===== config.mk =====
export PLATFORM = sky130hd
export DESIGN_NAME = result_bus_arbiter_flat
export DESIGN_NICKNAME = d
export VERILOG_FILES = /design/src/rtl/misc_pkg.sv /design/src/rtl/result_bus_if.sv /design/src/rtl/onehot_mux.sv /design/src/rtl/result_bus_arbiter.sv /design/src/flat_wrapper.sv
export SDC_FILE = /design/constraint.sdc
export NUM_CORES = 1
export LEC_CHECK = 0
export ABC_AREA = 0
export CAP_MARGIN = 40
export CORE_ASPECT_RATIO = 1.25
export CORE_MARGIN = 2
export CORE_UTILIZATION = 25
export DETAILED_ROUTE_END_ITERATION = 6
export GPL_ROUTABILITY_DRIVEN = 0
export GPL_TIMING_DRIVEN = 0
export PLACE_DENSITY_LB_ADDON = 0.08
export SLEW_MARGIN = 20
export SYNTH_ARGS = -nofsm -noshare
export SYNTH_HDL_FRONTEND = slang
export SYNTH_SLANG_ARGS = --single-unit

===== constraint.sdc =====
create_clock -name clk -period 3.7 [get_ports clk]
set_input_delay 0.925 -clock clk [delete_from_list [all_inputs] [get_ports clk]]
set_output_delay 0.925 -clock clk [all_outputs]
set_load 0.1 [all_outputs]

===== src/rtl/misc_pkg.sv =====
// Shared core helpers: circular-priority one-hot picker used by the
// result-bus arbiters. Vectors narrower than RR_MAX are zero-extended.
package misc_pkg;

   localparam int RR_MAX = 32;

   // Lowest set bit of valid at or above ptr; otherwise lowest set bit overall.
   // Zero-extended upper bits are never valid, so wrapping at RR_MAX-1 is
   // equivalent to wrapping at the caller's real width.
   function automatic logic [RR_MAX-1:0] rr_pick(input logic [RR_MAX-1:0] valid,
                                                 input logic [RR_MAX-1:0] ptr);
      logic [RR_MAX-1:0] hi;
      hi = valid & ~(ptr - RR_MAX'(1));
      if (hi != '0) rr_pick = hi & (~hi + RR_MAX'(1));
      else          rr_pick = valid & (~valid + RR_MAX'(1));
   endfunction

endpackage


===== src/rtl/result_bus_if.sv =====
// Requester and consumer side of the shared result bus.
// Handshake: a transfer happens on a rising edge where valid and ready are
// both high; a source holds valid and data stable until it sees ready.
interface result_bus_if #(
   parameter int N_REQ = 4,
   parameter int WIDTH = 32
);
   logic                             flush;
   logic [N_REQ-1:0]                 req_valid;
   logic [N_REQ-1:0][WIDTH-1:0]      req_data;
   logic [N_REQ-1:0]                 req_ready;
   logic                             out_valid;
   logic [WIDTH-1:0]                 out_data;
   logic [N_REQ-1:0]                 out_src;
   logic                             out_ready;

   modport slave (
      input  flush, req_valid, req_data, out_ready,
      output req_ready, out_valid, out_data, out_src
   );

   modport master (
      output flush, req_valid, req_data, out_ready,
      input  req_ready, out_valid, out_data, out_src
   );
endinterface


===== src/rtl/onehot_mux.sv =====
// N-way one-hot select mux; an all-zero select yields zero.
module onehot_mux #(
   parameter int N     = 4,
   parameter int WIDTH = 32
) (
   input  logic [N-1:0]            sel_i,
   input  logic [N-1:0][WIDTH-1:0] data_i,
   output logic [WIDTH-1:0]        data_o
);
   always_comb begin
      data_o = '0;
      for (int i = 0; i < N; i++) begin
         data_o = data_o | (data_i[i] & {WIDTH{sel_i[i]}});
      end
   end
endmodule


===== src/rtl/result_bus_arbiter.sv =====
// Round-robin arbiter sharing one registered result slot among N_REQ
// writeback ports; the winner rotates to lowest priority after each accept.
module result_bus_arbiter
   import misc_pkg::*;
#(
   parameter int N_REQ = 4,
   parameter int WIDTH = 32
) (
   input  logic             clk,
   input  logic             rst_aL,
   result_bus_if.slave      bus,
   output logic [N_REQ-1:0] dbg_ptr_o
);
   logic [N_REQ-1:0] ptr_q, ptr_d;
   logic [N_REQ-1:0] gnt;
   logic             out_valid_q, out_valid_d;
   logic [WIDTH-1:0] out_data_q, out_data_d;
   logic [N_REQ-1:0] out_src_q, out_src_d;
   logic [WIDTH-1:0] mux_data;
   logic             space;
   logic             accept;

   // N_REQ must not exceed RR_MAX for the widening cast to be lossless.
   assign gnt    = N_REQ'(rr_pick(RR_MAX'(bus.req_valid), RR_MAX'(ptr_q)));
   assign space  = !out_valid_q || bus.out_ready;
   assign accept = rst_aL && space && !bus.flush && (gnt != '0);

   assign bus.req_ready = accept ? gnt : '0;

   onehot_mux #(.N(N_REQ), .WIDTH(WIDTH)) u_mux (
      .sel_i  (gnt),
      .data_i (bus.req_data),
      .data_o (mux_data)
   );

   always_comb begin
      ptr_d       = ptr_q;
      out_valid_d = out_valid_q;
      out_data_d  = out_data_q;
      out_src_d   = out_src_q;
      if (bus.flush) begin
         out_valid_d = 1'b0;
         out_src_d   = '0;
      end else if (accept) begin
         out_valid_d = 1'b1;
         out_data_d  = mux_data;
         out_src_d   = gnt;
         ptr_d       = {gnt[N_REQ-2:0], gnt[N_REQ-1]};
      end else if (out_valid_q && bus.out_ready) begin
         out_valid_d = 1'b0;
         out_src_d   = '0;
      end
   end

   always_ff @(posedge clk or negedge rst_aL) begin
      if (!rst_aL) begin
         ptr_q       <= N_REQ'(1);
         out_valid_q <= 1'b0;
         out_data_q  <= '0;
         out_src_q   <= '0;
      end else begin
         ptr_q       <= ptr_d;
         out_valid_q <= out_valid_d;
         out_data_q  <= out_data_d;
         out_src_q   <= out_src_d;
      end
   end

   assign bus.out_valid = out_valid_q;
   assign bus.out_data  = out_data_q;
   assign bus.out_src   = out_src_q;
   assign dbg_ptr_o     = ptr_q;
endmodule


===== src/flat_wrapper.sv =====
// flat-port wrapper written by rule: the top's interface ports become plain ports
module result_bus_arbiter_flat import misc_pkg::*;
#(
   parameter int N_REQ = 4,
   parameter int WIDTH = 32
)
  (clk, rst_aL, dbg_ptr_o, bus_flush, bus_req_valid, bus_req_data, bus_out_ready, bus_req_ready, bus_out_valid, bus_out_data, bus_out_src);
  result_bus_if #(.N_REQ(N_REQ), .WIDTH(WIDTH)) bus_i ();
  input  logic clk;
  input  logic rst_aL;
  output logic [N_REQ-1:0] dbg_ptr_o;
  input wire logic [$bits(bus_i.flush)-1:0] bus_flush;
  input wire logic [$bits(bus_i.req_valid)-1:0] bus_req_valid;
  input wire logic [$bits(bus_i.req_data)-1:0] bus_req_data;
  input wire logic [$bits(bus_i.out_ready)-1:0] bus_out_ready;
  output wire logic [$bits(bus_i.req_ready)-1:0] bus_req_ready;
  output wire logic [$bits(bus_i.out_valid)-1:0] bus_out_valid;
  output wire logic [$bits(bus_i.out_data)-1:0] bus_out_data;
  output wire logic [$bits(bus_i.out_src)-1:0] bus_out_src;
  assign bus_i.flush = bus_flush;
  assign bus_i.req_valid = bus_req_valid;
  assign bus_i.req_data = bus_req_data;
  assign bus_i.out_ready = bus_out_ready;
  assign bus_req_ready = bus_i.req_ready;
  assign bus_out_valid = bus_i.out_valid;
  assign bus_out_data = bus_i.out_data;
  assign bus_out_src = bus_i.out_src;
  result_bus_arbiter #(.N_REQ(N_REQ), .WIDTH(WIDTH)) u_core (.clk(clk), .rst_aL(rst_aL), .bus(bus_i), .dbg_ptr_o(dbg_ptr_o));
endmodule

**Yosys cells after proc, flatten, opt, wreduce, memory -nomap -nowiden**

Cells that the tools add are included.
W data, S select, Z words.

- Register bits: 41
- Input bits: 136
- Output and inout bits: 45

- Add/subtract/negate cells: 3
- Multiplexer cells: 8
- Bitwise gates (word level): 14
- Reduce and logical (&&, ||, !) cells: 11

Operator list:

| operator | count |
|---|---|
| $and A32 B32 Y32 | 4 |
| $or A32 B32 Y32 | 3 |
| $and A4 B32 Y32 | 1 |
| $not A32 Y32 | 1 |
| $reduce_bool A32 Y1 | 1 |
| $mux W4 | 5 |
| $add A4 B1 Y4 const B | 2 |
| $and A4 B4 Y4 | 2 |
| $not A4 Y4 | 2 |
| $sub A4 B1 Y5 const B | 1 |
| $logic_and A1 B1 Y1 | 4 |
| $reduce_bool A4 Y1 | 1 |
| $mux W1 | 3 |
| $reduce_bool A3 Y1 | 1 |
| $logic_not A1 Y1 | 2 |
| $reduce_and A2 Y1 | 1 |
| $logic_or A1 B1 Y1 | 1 |
| $not A1 Y1 | 1 |

**Depth between registers and ports, before layout**

- Depth in word-level cells: 11
- Mapped depth: 11
- Gate-level depth less buffers: 8

**Modules after synthesis**

Synthesis repeated with hierarchy kept, for this count alone.

- Cell total of the unflattened synthesis: 301
- Area, all modules: 2441.1 sq um

By module, submodules not included:

| module | times used | cells each | area an instance (sq um) | sequential area each (sq um) |
|---|---|---|---|---|
| result_bus_arbiter | 1 | 193 | 1735.4 | 1027.2 |
| onehot_mux | 1 | 108 | 705.7 | 0.0 |

**Worst setup path before layout**

No wires, ideal clock.

- Kind: flip-flop to output port
- Start: reg u_core.ptr_q[1] (netlist: u_core.dbg_ptr_o[1])
- End: out bus_req_ready[3]
- Data arrival time: 3279 ps
- Data required time: 2775 ps
- Setup slack: -504 ps
- Cell stages (with the launch flop): 7
- Buffers on the path: 0
- Cell sequence: dfrtp_1 inv_1 ha_1 xnor2_1 and2_1 or3_1 nor2_1

- Word-level cells in the longest chain between the ends: 10
- Elaborated cells on any way between the ends: 11

RTL lines:

| item | RTL line | source |
|---|---|---|
| start, declared | result_bus_arbiter.sv:14 | `logic [N_REQ-1:0] ptr_q, ptr_d;` |
| start signal, assigned | result_bus_arbiter.sv:62 | `ptr_q <= ptr_d;` |
| $sub A4 B1 Y5 * | misc_pkg.sv:13 | `hi = valid & ~(ptr - RR_MAX'(1));` |
| $not A32 Y32 * | misc_pkg.sv:13 |  |
| $and A4 B32 Y32 * | misc_pkg.sv:13 |  |
| $not A4 Y4 | misc_pkg.sv:14 | `if (hi != '0) rr_pick = hi & (~hi + RR_MAX'(1));` |
| $add A4 B1 Y4 | misc_pkg.sv:14 |  |
| $and A4 B4 Y4 | misc_pkg.sv:14 |  |
| $mux W4 * | misc_pkg.sv:14 |  |
| $reduce_bool A4 Y1 | result_bus_arbiter.sv:26 | `assign accept = rst_aL && space && !bus.flush && (gnt != '0);` |
| $logic_and A1 B1 Y1 | result_bus_arbiter.sv:26 |  |
| $mux W4 * | result_bus_arbiter.sv:28 | `assign bus.req_ready = accept ? gnt : '0;` |
| end, declared | flat_wrapper.sv:16 | `output wire logic [$bits(bus_i.req_ready)-1:0] bus_req_ready;` |

Every way passes the cells marked *; elsewhere a longest branch is shown, timed or not.

**Worst setup path after layout**

- Start: in bus_req_valid[3]
- End: out bus_req_ready[1]

- Word-level cells in the longest chain between the ends: 8
- Elaborated cells on any way between the ends: 12

RTL lines:

| item | RTL line | source |
|---|---|---|
| start, declared | flat_wrapper.sv:13 | `input wire logic [$bits(bus_i.req_valid)-1:0] bus_req_valid;` |
| $and A4 B32 Y32 | misc_pkg.sv:13 |  |
| $not A4 Y4 | misc_pkg.sv:14 |  |
| $add A4 B1 Y4 | misc_pkg.sv:14 |  |
| $and A4 B4 Y4 | misc_pkg.sv:14 |  |
| $mux W4 * | misc_pkg.sv:14 |  |
| $reduce_bool A4 Y1 | result_bus_arbiter.sv:26 |  |
| $logic_and A1 B1 Y1 | result_bus_arbiter.sv:26 |  |
| $mux W4 * | result_bus_arbiter.sv:28 |  |

Marks and branches as above.

==> reports/results.tsv <==
stage	metric	value	unit
status	status	finished, violations left	
status	violations in the final reports	negative setup slack	
job	max cap viols	0	
pwr	switching part of the total	52.7	%
clocking	Clock Latency Late Sink	0.29	ns
critical_path	Crit. Startpoint	bus_req_valid[3]	
clocking	CTS Root Cell	clkbuf_8	
grt	largest net degree at the start of global routing	23	
place	Placement Cell Area	5100	sq um
critical_path	critical path class	in -> out	
sta	final setup violation count	1	
critical_path	reg-to-reg setup timing slack	0.91	ns
logic_synthesis	Post-synth EDFFs	0	
critical_path	Crit. End Element	output port	
sta	Least-Margin Pin Slew	0.582	ns
die	Ports	181	
sta	worst clock skew	0.00884	ns
logic_synthesis	Synthesized Nets	369	
clocking	CTS Buf Count	5	
detailed_routing	Residual DRC	0	
min_path	Hold WC Path Type	reg -> reg	
detailed_routing	detailed-router iteration count before antenna repair	7	
logic_synthesis	Yosys warnings	0	
detailed_routing	vias per cell	4.97	
detailed_routing	Starting DRT DRC Count	310	
pwr	clock share of power	6.1	%
logic_synthesis	Synth Instances	232	
sta	PnR worst setup slack	-0.0666	ns
final_layout	synthesis-to-finish area growth	138	%
critical_path	end point of the critical path	bus_req_ready[1]	
critical_path	worst reg2reg startpoint	u_core.dbg_ptr_o[0]	
logic_synthesis	largest cells by area after synthesis	dfrtp_1 (45%), a222oi_1 (14%), a31oi_1 (9.6%), nor2_1 (5.8%), nand2_1 (5.6%)	
final_layout	Core Util, Final	60.9	%
clocking	CTS tree	yes	
logic_synthesis	Yosys cell types	33	
clocking	Clock Pin Slew Worst Setup and Hold Paths	0.08	ns
sta	Hold Violations, Final	0	
grt	All-Layer GR Usage	20.2	%
grt	Overflow after GRT	0	
sta	Max Freq	0.265	GHz
critical_path	crit-path max FO	8	
logic_synthesis	synth cell count leaders	dfrtp_1 (40), a31oi_1 (34), nor2_1 (34)	
pwr	sequential power share	14.4	%
final_layout	fraction of final layout cells with drive strength greater than 1	17.3	%
detailed_routing	Routed WL	9690	um
critical_path	RR Endpoint	u_core.bus.out_data[19]	
sta	Tmin final	3.77	ns
pwr	Psw	2.88	mW
final_layout	fin area	5270	sq um
pwr	Leak	2.16	nW
sta	RSZ-0062 raised after global routing	yes	
critical_path	Startpoint Class	input pin	
pwr	Max VDD drop	0.719	mV
die	die area	9630	sq um
clocking	Longest Clk Path Bufs	2	
sta	Max-slew headroom	61.2	%
pwr	Int Power	2.59	mW
clocking	TritonCTS Sinks	41	
logic_synthesis	Primary FF master, synth	dfrtp_1	
detailed_routing	via count	2922	
clocking	Hold-fix buffers, CTS	0	
die	Rows	38	
pwr	combinational power share	79.5	%
logic_synthesis	synthesized flop and latch total	41	
final_layout	Seq. cell area	1030	sq um
logic_synthesis	mapped cell area	2210	sq um
pwr	PwrDens	1040	nW/um^2
logic_synthesis	post-synth top area cell	dfrtp_1	
logic_synthesis	Synth top area share	45.2	%
die	die width	88.2	um
final_layout	antenna cell count	0	
grt	vias in the first global route	3062	
logic_synthesis	Synth Area per Inst	9.54	sq um
place	Port-buffer cells	180	
clocking	number of H-tree levels	2	
logic_synthesis	most common cell in the netlist	dfrtp_1	
grt	initial antenna violation count	0	
final_layout	Multi-input gate area	1100	sq um
critical_path	R2R depth	8	
detailed_routing	routed len/inst	16.5	um
die	die height	109	um
critical_path	WP data arrival	2.84	ns
die	core area	8650	sq um
logic_synthesis	FFs w/ async S/R, synth	100	%
grt	global-route wire length before repair	15000	um
detailed_routing	antenna-violating nets left	0	
logic_synthesis	register area share after synthesis	46.4	%
sta	Max Slew Vio Count	0	
final_layout	Net count, final	604	
place	Post-DP HPWL	7540	um
final_layout	fillers	771	
critical_path	Critical Path RT	2.77	ns
die	Starting Density	25.6	%
place	pre-CTS setup slack	-1.11	ns
sta	Tcrit/Tclk final	102	%
pwr	total power	5.47	mW
## cell type report
cell class                      count  share of cell area, %
Multi-Input combinational cell    166                   20.9
Clock inverter                      1                 0.0950
Timing Repair Buffer              228                   52.1
Tap cell                          120                   2.85
Sequential cell                    41                   19.5
Clock buffer                        7                   1.83
Buffer                             21                   2.47
Inverter                            4                  0.285
## power by group through the flow
stage | registers (mW) | clock network [mW] | logic (mW)
floorplan | 2.30 | 0 | 0.866
global placement | 0.790 | 0 | 3.28
detailed placement | 0.799 | 0 | 4.31
CTS | 0.792 | 0.340 | 4.37
global route | 0.821 | 0.361 | 4.54
finish | 0.789 | 0.333 | 4.35
## logic make-up after synthesis
family,share of synthesized area (%)
AO/OA/AOI/OAI,31.7
XOR/XNOR,0.396
adder cells (fa/ha/maj),0.565
buffers and inverters,6.05
flip-flops,46.4
AND/OR/NAND/NOR,14.9
## metrics by stage
| stage | instances | setup TNS [ns] | hold slack (ns) |
|---|---|---|---|
| final | 588 | -0.0666 | 0.483 |
| after global routing | 588 | -0.146 | 0.509 |
| after CTS | 587 | -0.279 | 0.486 |
| after detailed placement | 579 | -1.64 | 0.468 |
| after global placement | 532 | -39.97 | 0.460 |
| after floorplan | 232 | 0 | 0.629 |
## cell usage in the layout (no fill, tap or decap), types with 2 or more instances in the layout
master and n:
clkbuf_8 7, buf_12 2, buf_4 4, clkdlybuf4s50_1 174, dlygate4sd2_1 2, buf_16 19
buf_2 3, and2_1 2, dfrtp_1 39, nor2_2 2, inv_1 4, a222oi_1 32
a31oi_1 34, a21o_1 7, o22ai_1 2, buf_6 5, clkbuf_1 13, nor2_1 32
buf_8 26, nand2_1 32
## registers in the layout, indices dropped and copies added (netlist names)
register	flops
u_core.bus.out_valid	1
u_core.bus.out_data	32
u_core.bus.out_src	4
u_core.dbg_ptr_o	4
## routing by layer
metal	GRT usage [%]	wire (um)	up-vias
met5	0	0	-
met4	6.82	249	0
met3	4.69	590	18
met2	37.2	5240	120
met1	22.5	3610	1399
li1	-	-	1385
## worst max-delay path, cell delays in order
cell and delay, ns:
clkdlybuf4s50_1 0.51, nand3_2 0.15, a41o_1 0.27, buf_2 0.17
and2_4 0.18, clkdlybuf4s50_1 0.44, buf_8 0.18
## what timing repair did
item,CTS,global route
gates resized for setup,12,5
pin swaps,1,2
setup buffers,1,2
hold endpoints to repair,0,0
endpoints found under the setup margin,4,3
## worst min-delay path by stage
stage                                      from                endpoint  slack [ns]  depth (start not counted)
after floorplan                          rst_aL  u_core.bus.out_data[0]        0.63                          0
after global placement    u_core.bus.out_src[1]   u_core.bus.out_src[1]        0.46                          1
after detailed placement  u_core.bus.out_src[2]   u_core.bus.out_src[2]        0.47                          1
after CTS                 u_core.bus.out_src[2]   u_core.bus.out_src[2]        0.49                          1
after global routing      u_core.bus.out_src[2]   u_core.bus.out_src[2]        0.51                          1
final                     u_core.bus.out_src[2]   u_core.bus.out_src[2]        0.48                          1
No activity file was read; power rests on OpenSTA's default activity.
